`config.mk`:
```
export PLATFORM = sky130hd
export DESIGN_NAME = mem_arbiter
export DESIGN_NICKNAME = d
export VERILOG_FILES = /design/src/rtl/mem_arbiter.sv
export SDC_FILE = /design/constraint.sdc
export NUM_CORES = 1
export LEC_CHECK = 0
export CAP_MARGIN = 20
export CORE_MARGIN = 1.5
export CORE_UTILIZATION = 41
export DETAILED_ROUTE_END_ITERATION = 8
export PLACE_DENSITY_LB_ADDON = 0.2
export SETUP_SLACK_MARGIN = 0.1
export SYNTH_ARGS = -nofsm -noshare
export SYNTH_HDL_FRONTEND = slang
export SYNTH_SLANG_ARGS = --single-unit
```
`constraint.sdc`:
```
create_clock -name clk -period 2.15 [get_ports clk]
set_input_delay 0.43 -clock clk [delete_from_list [all_inputs] [get_ports clk]]
set_output_delay 0.43 -clock clk [all_outputs]
set_load 0.1 [all_outputs]
```
`src/rtl/mem_arbiter.sv`:
```
// Single-port SRAM arbiter shared by instruction fetch (IF) and data access (MEM).
// Serialises accesses, holds SRAM controls for WAIT_CYCLES cycles, then pulses ready once.
module mem_arbiter #(
  parameter int ADDR_W      = 32,
  parameter int DATA_W      = 32,
  parameter int WAIT_CYCLES = 3
) (
  input  logic              clk,
  input  logic              rst,
  input  logic              if_req,
  input  logic [ADDR_W-1:0] if_addr,
  output logic [DATA_W-1:0] if_rdata,
  output logic              if_ready,
  output logic              if_freeze,
  input  logic              mem_r_en,
  input  logic              mem_w_en,
  input  logic [ADDR_W-1:0] mem_addr,
  input  logic [DATA_W-1:0] mem_wdata,
  output logic [DATA_W-1:0] mem_rdata,
  output logic              mem_ready,
  output logic              mem_freeze,
  output logic [ADDR_W-1:0] sram_addr,
  output logic [DATA_W-1:0] sram_wdata,
  output logic              sram_we,
  output logic              sram_oe,
  input  logic [DATA_W-1:0] sram_rdata
);

  typedef enum logic [1:0] {
    S_IDLE = 2'd0,
    S_BUSY = 2'd1,
    S_RESP = 2'd2
  } state_t;

  state_t     r_state;
  state_t     w_next_state;
  logic [3:0] r_cnt;
  logic       r_owner_mem;
  logic       r_op_wr;
  logic       r_last_mem;

  logic       w_mem_req;
  logic       w_any_req;
  logic       w_grant_mem;

  assign w_mem_req   = mem_r_en | mem_w_en;
  assign w_any_req   = w_mem_req | if_req;
  // MEM wins a tie unless it had the previous grant, giving strict alternation under contention.
  assign w_grant_mem = w_mem_req & (~if_req | ~r_last_mem);

  assign if_freeze  = if_req & ~if_ready;
  assign mem_freeze = w_mem_req & ~mem_ready;

  always_ff @(posedge clk) begin
    if (rst) r_state <= S_IDLE;
    else     r_state <= w_next_state;
  end

  always_comb begin
    w_next_state = r_state;
    case (r_state)
      S_IDLE: begin
        if (w_any_req) w_next_state = S_BUSY;
        else           w_next_state = S_IDLE;
      end
      S_BUSY: begin
        if (r_cnt == 4'd0) w_next_state = S_RESP;
        else               w_next_state = S_BUSY;
      end
      S_RESP:  w_next_state = S_IDLE;
      default: w_next_state = S_IDLE;
    endcase
  end

  always_ff @(posedge clk) begin
    if (rst) begin
      r_cnt       <= 4'd0;
      r_owner_mem <= 1'b0;
      r_op_wr     <= 1'b0;
      r_last_mem  <= 1'b0;
      if_rdata    <= '0;
      mem_rdata   <= '0;
      sram_addr   <= '0;
      sram_wdata  <= '0;
      sram_we     <= 1'b0;
      sram_oe     <= 1'b0;
      if_ready    <= 1'b0;
      mem_ready   <= 1'b0;
    end else begin
      if_ready  <= 1'b0;
      mem_ready <= 1'b0;
      case (r_state)
        S_IDLE: begin
          if (w_any_req) begin
            r_owner_mem <= w_grant_mem;
            r_op_wr     <= w_grant_mem & mem_w_en;
            r_last_mem  <= w_grant_mem;
            r_cnt       <= 4'(WAIT_CYCLES - 1);
            sram_addr   <= w_grant_mem ? mem_addr : if_addr;
            if (w_grant_mem) sram_wdata <= mem_wdata;
            sram_we     <= w_grant_mem & mem_w_en;
            sram_oe     <= ~(w_grant_mem & mem_w_en);
          end
        end
        S_BUSY: begin
          if (r_cnt != 4'd0) begin
            r_cnt <= r_cnt - 4'd1;
          end else begin
            sram_we <= 1'b0;
            sram_oe <= 1'b0;
            // Read data is only valid in this final BUSY cycle.
            if (!r_op_wr) begin
              if (r_owner_mem) mem_rdata <= sram_rdata;
              else             if_rdata  <= sram_rdata;
            end
            if_ready  <= ~r_owner_mem;
            mem_ready <= r_owner_mem;
          end
        end
        S_RESP: begin
          sram_we <= 1'b0;
          sram_oe <= 1'b0;
        end
        default: begin
          sram_we <= 1'b0;
          sram_oe <= 1'b0;
        end
      endcase
    end
  end

endmodule
```
==> load_flow_metrics.sql, run 1 <==
INSERT INTO impl_metrics (metric_group, metric, value, unit) VALUES
('outcome', 'status', 'completed', ''),
('pwr', 'p_int', '5.76', 'mW'),
('final_layout', 'commonest_non_fill_non_tap_cell_in_the_layout', 'sky130_fd_sc_hd__buf_4', ''),
('clock_network', 'clk_pin_slew_worst_paths', '0.06', 'ns'),
('synth', 'yosys_warnings', '0', ''),
('clock_network', 'clk_root_buffer_cell', 'sky130_fd_sc_hd__clkbuf_16', ''),
('sta', 'finalWorstPathRequiredPeriod', '1.98', 'ns'),
('clock_network', 'ctsHoldBuffers', '0', ''),
('floorplan', 'die_y', '121', 'um'),
('floorplan', 'core_area', '13400', 'um^2'),
('placement', 'gp_congestion', '0.772', ''),
('placement', 'detailedPlacementHpwl', '11500', 'um'),
('sta', 'finalHoldViolations', '0', ''),
('placement', 'io_buffer_count', '266', ''),
('final_layout', 'final_nets', '950', ''),
('global_routing', 'grt_start_max_net_pins', '80', ''),
('setup_path', 'worst_path_buf_inv', '2', ''),
('detailed_routing', 'routedWlPerCell', '16.2', 'um'),
('clock_network', 'clock_insertion_delay_worst_skew', '0.42', 'ns'),
('setup_path', 'critPathSlowestCell', 'sky130_fd_sc_hd__clkdlybuf4s50_1', ''),
('detailed_routing', 'detail_route.vias_per_cell', '5.09', ''),
('floorplan', 'row_count', '42', ''),
('global_routing', 'first_global_vias', '5076', ''),
('synth', 'ys_seq_elements', '140', ''),
('flow_run', 'maxCapViolCount', '0', ''),
('floorplan', 'dieArea', '14600', 'um^2'),
('detailed_routing', 'drc', '0', ''),
('setup_path', 'timing.critical_path.cells', 'clkdlybuf4s50_1 > nor2b_2 > buf_12', ''),
('clock_network', 'clock_sink_count', '140', ''),
('final_layout', 'syn_to_final_growth', '56.6', '%'),
('floorplan', 'initial_utilization', '0.426', ''),
('sta', 'finalClockSkew', '0.0127', 'ns'),
('setup_path', 'critical_path.startpoint', 'if_req', ''),
('clock_network', 'tritoncts', 'done', ''),
('sta', 'timing.slew.headroom', '0.592', ''),
('global_routing', 'grt_first_pass_wirelength', '24900', 'um'),
('sta', 'rsz_0062_raised_after_global_routing', 'yes', ''),
('pwr', 'flop_pwr_share', '0.324', ''),
('clock_network', 'h_tree_depth', '4', ''),
('clock_network', 'tritoncts.num_buffers', '17', ''),
('sta', 'final_min_period_over_clock_period', '0.922', ''),
('final_layout', 'layout_common_cells', 'sky130_fd_sc_hd__buf_4 (144), sky130_fd_sc_hd__dfxtp_1 (140), sky130_fd_sc_hd__clkdlybuf4s50_1 (131)', ''),
('pwr', 'vdd_ir_drop_max', '566', 'uV'),
('detailed_routing', 'route.antenna.remaining_nets', '0', ''),
('floorplan', 'design.portCount', '267', ''),
('detailed_routing', 'vias', '5117', ''),
('synth', 'postSynthNetCount', '697', ''),
('setup_path', 'worstSetupPathType', 'in2out', ''),
('pwr', 'power.leakage', '3.78', 'nW'),
('setup_path', 'worstPathMaxFanout', '6', ''),
('pwr', 'power.combinational.fraction', '0.333', ''),
('pwr', 'powerDensity', '1030', 'nW/um^2'),
('pwr', 'power.clock.fraction', '0.343', ''),
('floorplan', 'chipWidth', '121', 'um'),
('setup_path', 'worst_ep_required_time', '1.72', 'ns'),
('detailed_routing', 'drt_pre_antenna_iters', '5', ''),
('worst_hold_path', 'worstHoldStart', 'rst', ''),
('pwr', 'switching_share', '0.375', ''),
('final_layout', 'antenna_cells_inserted', '0', ''),
('pwr', 'design_power_total', '9.23', 'mW'),
('sta', 'timing.fmax', '504', 'MHz'),
('global_routing', 'globalRouteTotalUtil', '0.217', ''),
('setup_path', 'critical_path.endpoint_type', 'output pin', ''),
('clock_network', 'cts_buffer_depth', '2', ''),
('pwr', 'p_switching', '3.46', 'mW'),
('synth', 'postSynthAreaPerCell', '10.1', 'um^2'),
('setup_path', 'crit_path_start_kind', 'input port', ''),
('sta', 'final-setup-viol-count', '0', ''),
('sta', 'tightestPinTransition', '0.610', 'ns'),
('detailed_routing', 'detailedRoute.firstIterationViolations', '272', ''),
('setup_path', 'critPathTopFamily', 'buffers and inverters', '');
-- final timing paths --
| path | cells past startpoint | slack [ns] | to |
|---|---|---|---|
| max | 3 | 0.17 | if_freeze |
| min | 2 | 0.29 | sram_wdata[0]$_SDFFE_PP0P_ |
| max reg2reg | 5 | 0.24 | if_rdata[0]$_SDFFE_PP0P_ |
| min reg2reg | 1 | 0.47 | sram_addr[26]$_SDFFE_PP0P_ |
-- cell usage after synthesis --
cell                        number  area [um^2]
sky130_fd_sc_hd__nand3_1        34          170
sky130_fd_sc_hd__and2_1          2         12.5
sky130_fd_sc_hd__a21o_1          1         7.51
sky130_fd_sc_hd__nor4_4          1         21.3
sky130_fd_sc_hd__nand2b_1       99          619
sky130_fd_sc_hd__a22oi_1         1         7.51
sky130_fd_sc_hd__a2bb2oi_1       1         8.76
sky130_fd_sc_hd__buf_4           2         15.0
sky130_fd_sc_hd__or4_4           1         11.3
sky130_fd_sc_hd__a21oi_1        37          185
sky130_fd_sc_hd__or3b_1          1         8.76
sky130_fd_sc_hd__a221oi_1        1         8.76
sky130_fd_sc_hd__or2_1           1         6.26
sky130_fd_sc_hd__a2111o_1        1         11.3
sky130_fd_sc_hd__nor4b_1         1         8.76
sky130_fd_sc_hd__nor3b_1         1         7.51
sky130_fd_sc_hd__nand4b_1        1         8.76
sky130_fd_sc_hd__buf_6           3         33.8
sky130_fd_sc_hd__and3_1          1         6.26
sky130_fd_sc_hd__nor2_1          5         18.8
sky130_fd_sc_hd__ha_1            1         12.5
sky130_fd_sc_hd__a311oi_1        1         8.76
sky130_fd_sc_hd__dfxtp_1       140         2800
sky130_fd_sc_hd__or4_1           2         15.0
sky130_fd_sc_hd__mux2i_1        96          961
sky130_fd_sc_hd__a32o_1          1         10.0
sky130_fd_sc_hd__nand2_1         1         3.75
sky130_fd_sc_hd__buf_1           2         7.51
sky130_fd_sc_hd__or3_1           3         18.8
sky130_fd_sc_hd__clkbuf_1       37          139
sky130_fd_sc_hd__buf_2           5         25.0
sky130_fd_sc_hd__o22ai_1         2         12.5
sky130_fd_sc_hd__o2bb2ai_1      33          289
sky130_fd_sc_hd__nor2b_1         3         18.8
sky130_fd_sc_hd__inv_1           3         11.3
sky130_fd_sc_hd__nor3_1          1         5.00
sky130_fd_sc_hd__o21ai_0        37          185
-- routing by layer --
| layer | vias up | wire length [um] | global-route usage |
|---|---|---|---|
| li1 | 2486 | - | - |
| met4 | 0 | 323 | 0.0846 |
| met2 | 209 | 7950 | 0.373 |
| met3 | 24 | 1100 | 0.0653 |
| met5 | - | 0 | 0 |
| met1 | 2398 | 6870 | 0.254 |
-- what timing repair did --
| action | in CTS | in global routing |
|---|---|---|
| endpoints found under the setup margin | 0 | 18 |
| buffers inserted | 0 | 1 |
| resized for setup | 0 | 2 |
-- power groups by stage --
stage	Clock [mW]	Sequential [mW]	Combinational [mW]
4_1_cts	3.21	2.98	3.07
2_1_floorplan	0	4.57	0.696
3_3_place_gp	0	3.02	3.03
5_1_grt	3.32	3.01	3.19
6_report	3.17	2.99	3.08
3_5_place_dp	0	3.03	3.07
-- state kept, by name, summed over array words and instances, names as in the netlist --
signal / count
if_rdata: 32
if_ready: 1
mem_rdata: 32
mem_ready: 1
r_cnt: 4
r_last_mem: 1
r_op_wr: 1
r_state: 2
sram_addr: 32
sram_oe: 1
sram_wdata: 32
sram_we: 1
-- per-stage QoR --
step	cell area [um^2]	worst slack, ns	instances	hold WS [ns]	utilization
after detailed placement	8270	0.0168	971	0.450	0.617
after global placement	8270	0.0864	971	0.447	0.617
final	8930	0.167	1005	0.289	0.667
after CTS	8910	0.128	1003	0.276	0.665
after global routing	8930	0.0384	1005	0.290	0.667
after floorplan	5710	0.126	563	0.457	-
-- cell type report --
class	instances	area, um^2
fill	1063	4470
timing repair buffer	282	2530
clock inverter	12	194
inverter	3	11.3
sequential	140	2800
clock buffer	20	447
tap	176	220
multi-input combinational	372	2730
-- cells by family after synthesis --
| group | synth area share |
|---|---|
| buffers and inverters | 0.0406 |
| adder cells (fa/ha/maj) | 0.00219 |
| multiplexers | 0.168 |
| AO/OA/AOI/OAI | 0.129 |
| flip-flops | 0.491 |
| AND/OR/NAND/NOR | 0.168 |
Power figures use the tool's default switching activity.
==> run 2: changes to the inputs <==
CORE_UTILIZATION = 37   (was 41)
clock period = 1.7 ns   (was 2.15 ns; I/O delays follow)
==> run 2 against run 1 <==
  * The run now ends with negative setup slack left
  * Power up 37%
  * Routed wire length is 12% higher
  * Largest power group is now combinational logic
  * Final cell count increased by 4.3%
  * Non-clock buffer count increased by 31
  * Critical path depth grew 2
  * Clock power increased by 22%
  * Sequential cell count did not move
  * First-iteration DRC count is 19% lower
  * Cell area grew 24%
  * Worst hold slack better by 0.12 ns
  * Utilization grew 6.2 points
  * Critical endpoint is now if_rdata[6]$_SDFFE_PP0P_
  * Sequential power up 31%
==> load_flow_metrics.sql, run 2 (synthesized netlist as in run 1, its figures left out) <==
INSERT INTO impl_metrics (metric_group, metric, value, unit) VALUES
('sta', 'holdWs', '0.409', 'ns'),
('clock_network', 'cts_buffer_depth', '2', ''),
('detailed_routing', 'route.antenna.remaining_nets', '0', ''),
('placement', 'detailedPlacementHpwl', '12700', 'um'),
('sta', 'timing.slew.headroom', '0.681', ''),
('setup_path', 'worstSetupPathType', 'reg2reg', ''),
('setup_path', 'timing.critical_path.to', 'if_rdata[6]$_SDFFE_PP0P_', ''),
('setup_path', 'critical_path.endpoint_type', 'register', ''),
('global_routing', 'grt_start_max_net_pins', '75', ''),
('clock_network', 'tritoncts', 'done', ''),
('clock_network', 'clock_sink_count', '140', ''),
('floorplan', 'row_count', '45', ''),
('final_layout', 'layout_common_cells', 'sky130_fd_sc_hd__buf_12 (142), sky130_fd_sc_hd__dfxtp_1 (136), sky130_fd_sc_hd__clkdlybuf4s50_1 (128)', ''),
('setup_path', 'worst-endpoint-arrival', '2.10', 'ns'),
('setup_path', 'crit_path_start_kind', 'register', ''),
('final_layout', 'commonest_non_fill_non_tap_cell_in_the_layout', 'sky130_fd_sc_hd__buf_12', ''),
('final_layout', 'syn_to_final_growth', '93.5', '%'),
('global_routing', 'first_global_vias', '5471', ''),
('floorplan', 'chipWidth', '127', 'um'),
('setup_path', 'worst_ep_required_time', '2.00', 'ns'),
('setup_path', 'timing.critical_path.slowest_cell_delay', '0.58', 'ns'),
('outcome', 'status', 'finished with violations', ''),
('placement', 'area_post_placement', '10100', 'um^2'),
('detailed_routing', 'detail_route.vias_per_cell', '5.07', ''),
('setup_path', 'worstPathMaxFanout', '5', ''),
('setup_path', 'critPathSlowestCell', 'sky130_fd_sc_hd__or4_4', ''),
('setup_path', 'r2r_start', 'r_cnt[0]$_SDFFE_PP0P_', ''),
('floorplan', 'design.portCount', '267', ''),
('clock_network', 'tritoncts.num_buffers', '17', ''),
('placement', 'gp_congestion', '0.799', ''),
('sta', 'tightestPinTransition', '0.478', 'ns'),
('detailed_routing', 'vias', '5310', ''),
('pwr', 'design_power_total', '12.6', 'mW'),
('clock_network', 'clk_pin_slew_worst_paths', '0.06', 'ns'),
('final_layout', 'drive_gt1_frac', '0.277', ''),
('detailed_routing', 'routedWlPerCell', '17.3', 'um'),
('pwr', 'vdd_ir_drop_max', '712', 'uV'),
('flow_run', 'maxCapViolCount', '0', ''),
('sta', 'timing.fmax', '553', 'MHz'),
('pwr', 'power.leakage', '4.40', 'nW'),
('floorplan', 'die_y', '127', 'um'),
('sta', 'final-setup-viol-count', '31', ''),
('sta', 'finalWorstPathRequiredPeriod', '1.81', 'ns'),
('detailed_routing', 'detailedRoute.firstIterationViolations', '219', ''),
('final_layout', 'final.fill_count', '997', ''),
('clock_network', 'h_tree_depth', '4', ''),
('outcome', 'failed_checks', 'negative setup slack', ''),
('placement', 'io_buffer_count', '266', ''),
('sta', 'timing_max_transition_violations_final', '0', ''),
('final_layout', 'antenna_cells_inserted', '0', ''),
('final_layout', 'final_nets', '981', ''),
('pwr', 'powerDensity', '1140', 'nW/um^2'),
('detailed_routing', 'drc', '0', ''),
('setup_path', 'critical_path.startpoint', 'r_cnt[0]$_SDFFE_PP0P_', ''),
('setup_path', 'r2r_cells', '5', ''),
('global_routing', 'initial_antenna_violation_count', '1', ''),
('sta', 'finalHoldViolations', '0', ''),
('worst_hold_path', 'hold_path_class', 'in2reg', ''),
('final_layout', 'final_area', '11000', 'um^2'),
('floorplan', 'initial_utilization', '0.377', ''),
('global_routing', 'grt_overflow', '0', ''),
('sta', 'timing.final.ws_setup', '-0.107', 'ns'),
('setup_path', 'timing.rr.end', 'if_rdata[6]$_SDFFE_PP0P_', ''),
('clock_network', 'ctsHoldBuffers', '0', ''),
('setup_path', 'rrSetupSlack', '-0.11', 'ns'),
('detailed_routing', 'drt_pre_antenna_iters', '5', ''),
('global_routing', 'grt_first_pass_wirelength', '28100', 'um'),
('detailed_routing', 'routed_wl', '18100', 'um'),
('floorplan', 'dieArea', '16200', 'um^2'),
('floorplan', 'core_area', '15100', 'um^2'),
('global_routing', 'globalRouteTotalUtil', '0.221', ''),
('clock_network', 'clk_root_buffer_cell', 'sky130_fd_sc_hd__clkbuf_16', ''),
('sta', 'final_min_period_over_clock_period', '1.06', ''),
('sta', 'rsz_0062_raised_after_global_routing', 'yes', ''),
('sta', 'finalClockSkew', '0.00740', 'ns'),
('setup_path', 'timing.critical_path.cells', 'inv_2 > ha_4 > or3b_4 > or4_4 > mux2i_1', ''),
('clock_network', 'clock_insertion_delay_worst_skew', '0.41', 'ns');
==> run 2: cell count changes in the layout (fill, tap and decap cells not counted), moves of 3 or more <==
cell	before	now
sky130_fd_sc_hd__dlygate4sd2_1	0	3
sky130_fd_sc_hd__buf_6	0	5
sky130_fd_sc_hd__buf_12	7	142
sky130_fd_sc_hd__mux2i_1	96	93
sky130_fd_sc_hd__dfxtp_1	140	136
sky130_fd_sc_hd__buf_4	144	29
sky130_fd_sc_hd__clkdlybuf4s50_1	131	128
sky130_fd_sc_hd__dfxtp_2	0	4
==> run 2: cell type report <==
cell class                      count  area, um^2  area share
Clock inverter                     12         170      0.0154
Timing Repair Buffer              313        4550       0.412
Multi-Input combinational cell    372        2820       0.255
Tap cell                          188         235      0.0213
Inverter                            3        11.3     0.00102
Clock buffer                       20         447      0.0405
Sequential cell                   140        2810       0.254
==> run 2: through the flow <==
step	utilization	TNS (ns)	instances	setup slack, ns
after floorplan	-	-3.73	563	-0.141
after global placement	0.668	-15.73	999	-0.227
after detailed placement	0.668	-22.32	999	-0.300
after CTS	0.718	-1.62	1040	-0.114
after global routing	0.729	-5.39	1048	-0.150
final	0.729	-1.57	1048	-0.107
==> run 2: repair_timing <==
action                                 4_1_cts  5_1_grt
gates resized for setup                     13       18
pin swaps                                    4        7
gates cloned                                 3        4
setup endpoints to repair                   46       68
setup buffers                                6        4
endpoints found under the hold margin        0        0
==> run 2: critical path, delay by kind of cell (launching register included) <==
| kind | cells | cell delay (ns) |
|---|---|---|
| simple gates | 2 | 1.01 |
| fa+ha+maj | 1 | 0.12 |
| buf+inv | 1 | 0.07 |
| flops | 1 | 0.33 |
| mux | 1 | 0.16 |
==> run 2: power by group <==
part,internal [mW],total (mW),switching [mW]
combinational,1.93,4.84,2.91
clock,2.48,3.87,1.38
sequential,3.59,3.92,0.337
==> run 2: worst min path at each step <==
stage                                     start  slack (ns)  depth (start not counted)                     to
after floorplan           r_cnt[0]$_SDFFE_PP0P_        0.46                          2  r_cnt[0]$_SDFFE_PP0P_
after global placement    r_cnt[0]$_SDFFE_PP0P_        0.47                          2  r_cnt[0]$_SDFFE_PP0P_
after detailed placement  r_cnt[0]$_SDFFE_PP0P_        0.49                          2  r_cnt[0]$_SDFFE_PP0P_
after CTS                                   rst        0.40                          3   r_op_wr$_SDFFE_PP0P_
after global routing                        rst        0.41                          3   r_op_wr$_SDFFE_PP0P_
final                                       rst        0.41                          3   r_op_wr$_SDFFE_PP0P_
==> run 2: routing by layer <==
metal / track usage / wire [um] / vias up
li1: - / - / 2557
met1: 0.249 / 7260 / 2520
met2: 0.389 / 9250 / 209
met3: 0.0779 / 1290 / 22
met4: 0.0755 / 306 / 2
met5: 0 / 12 / -
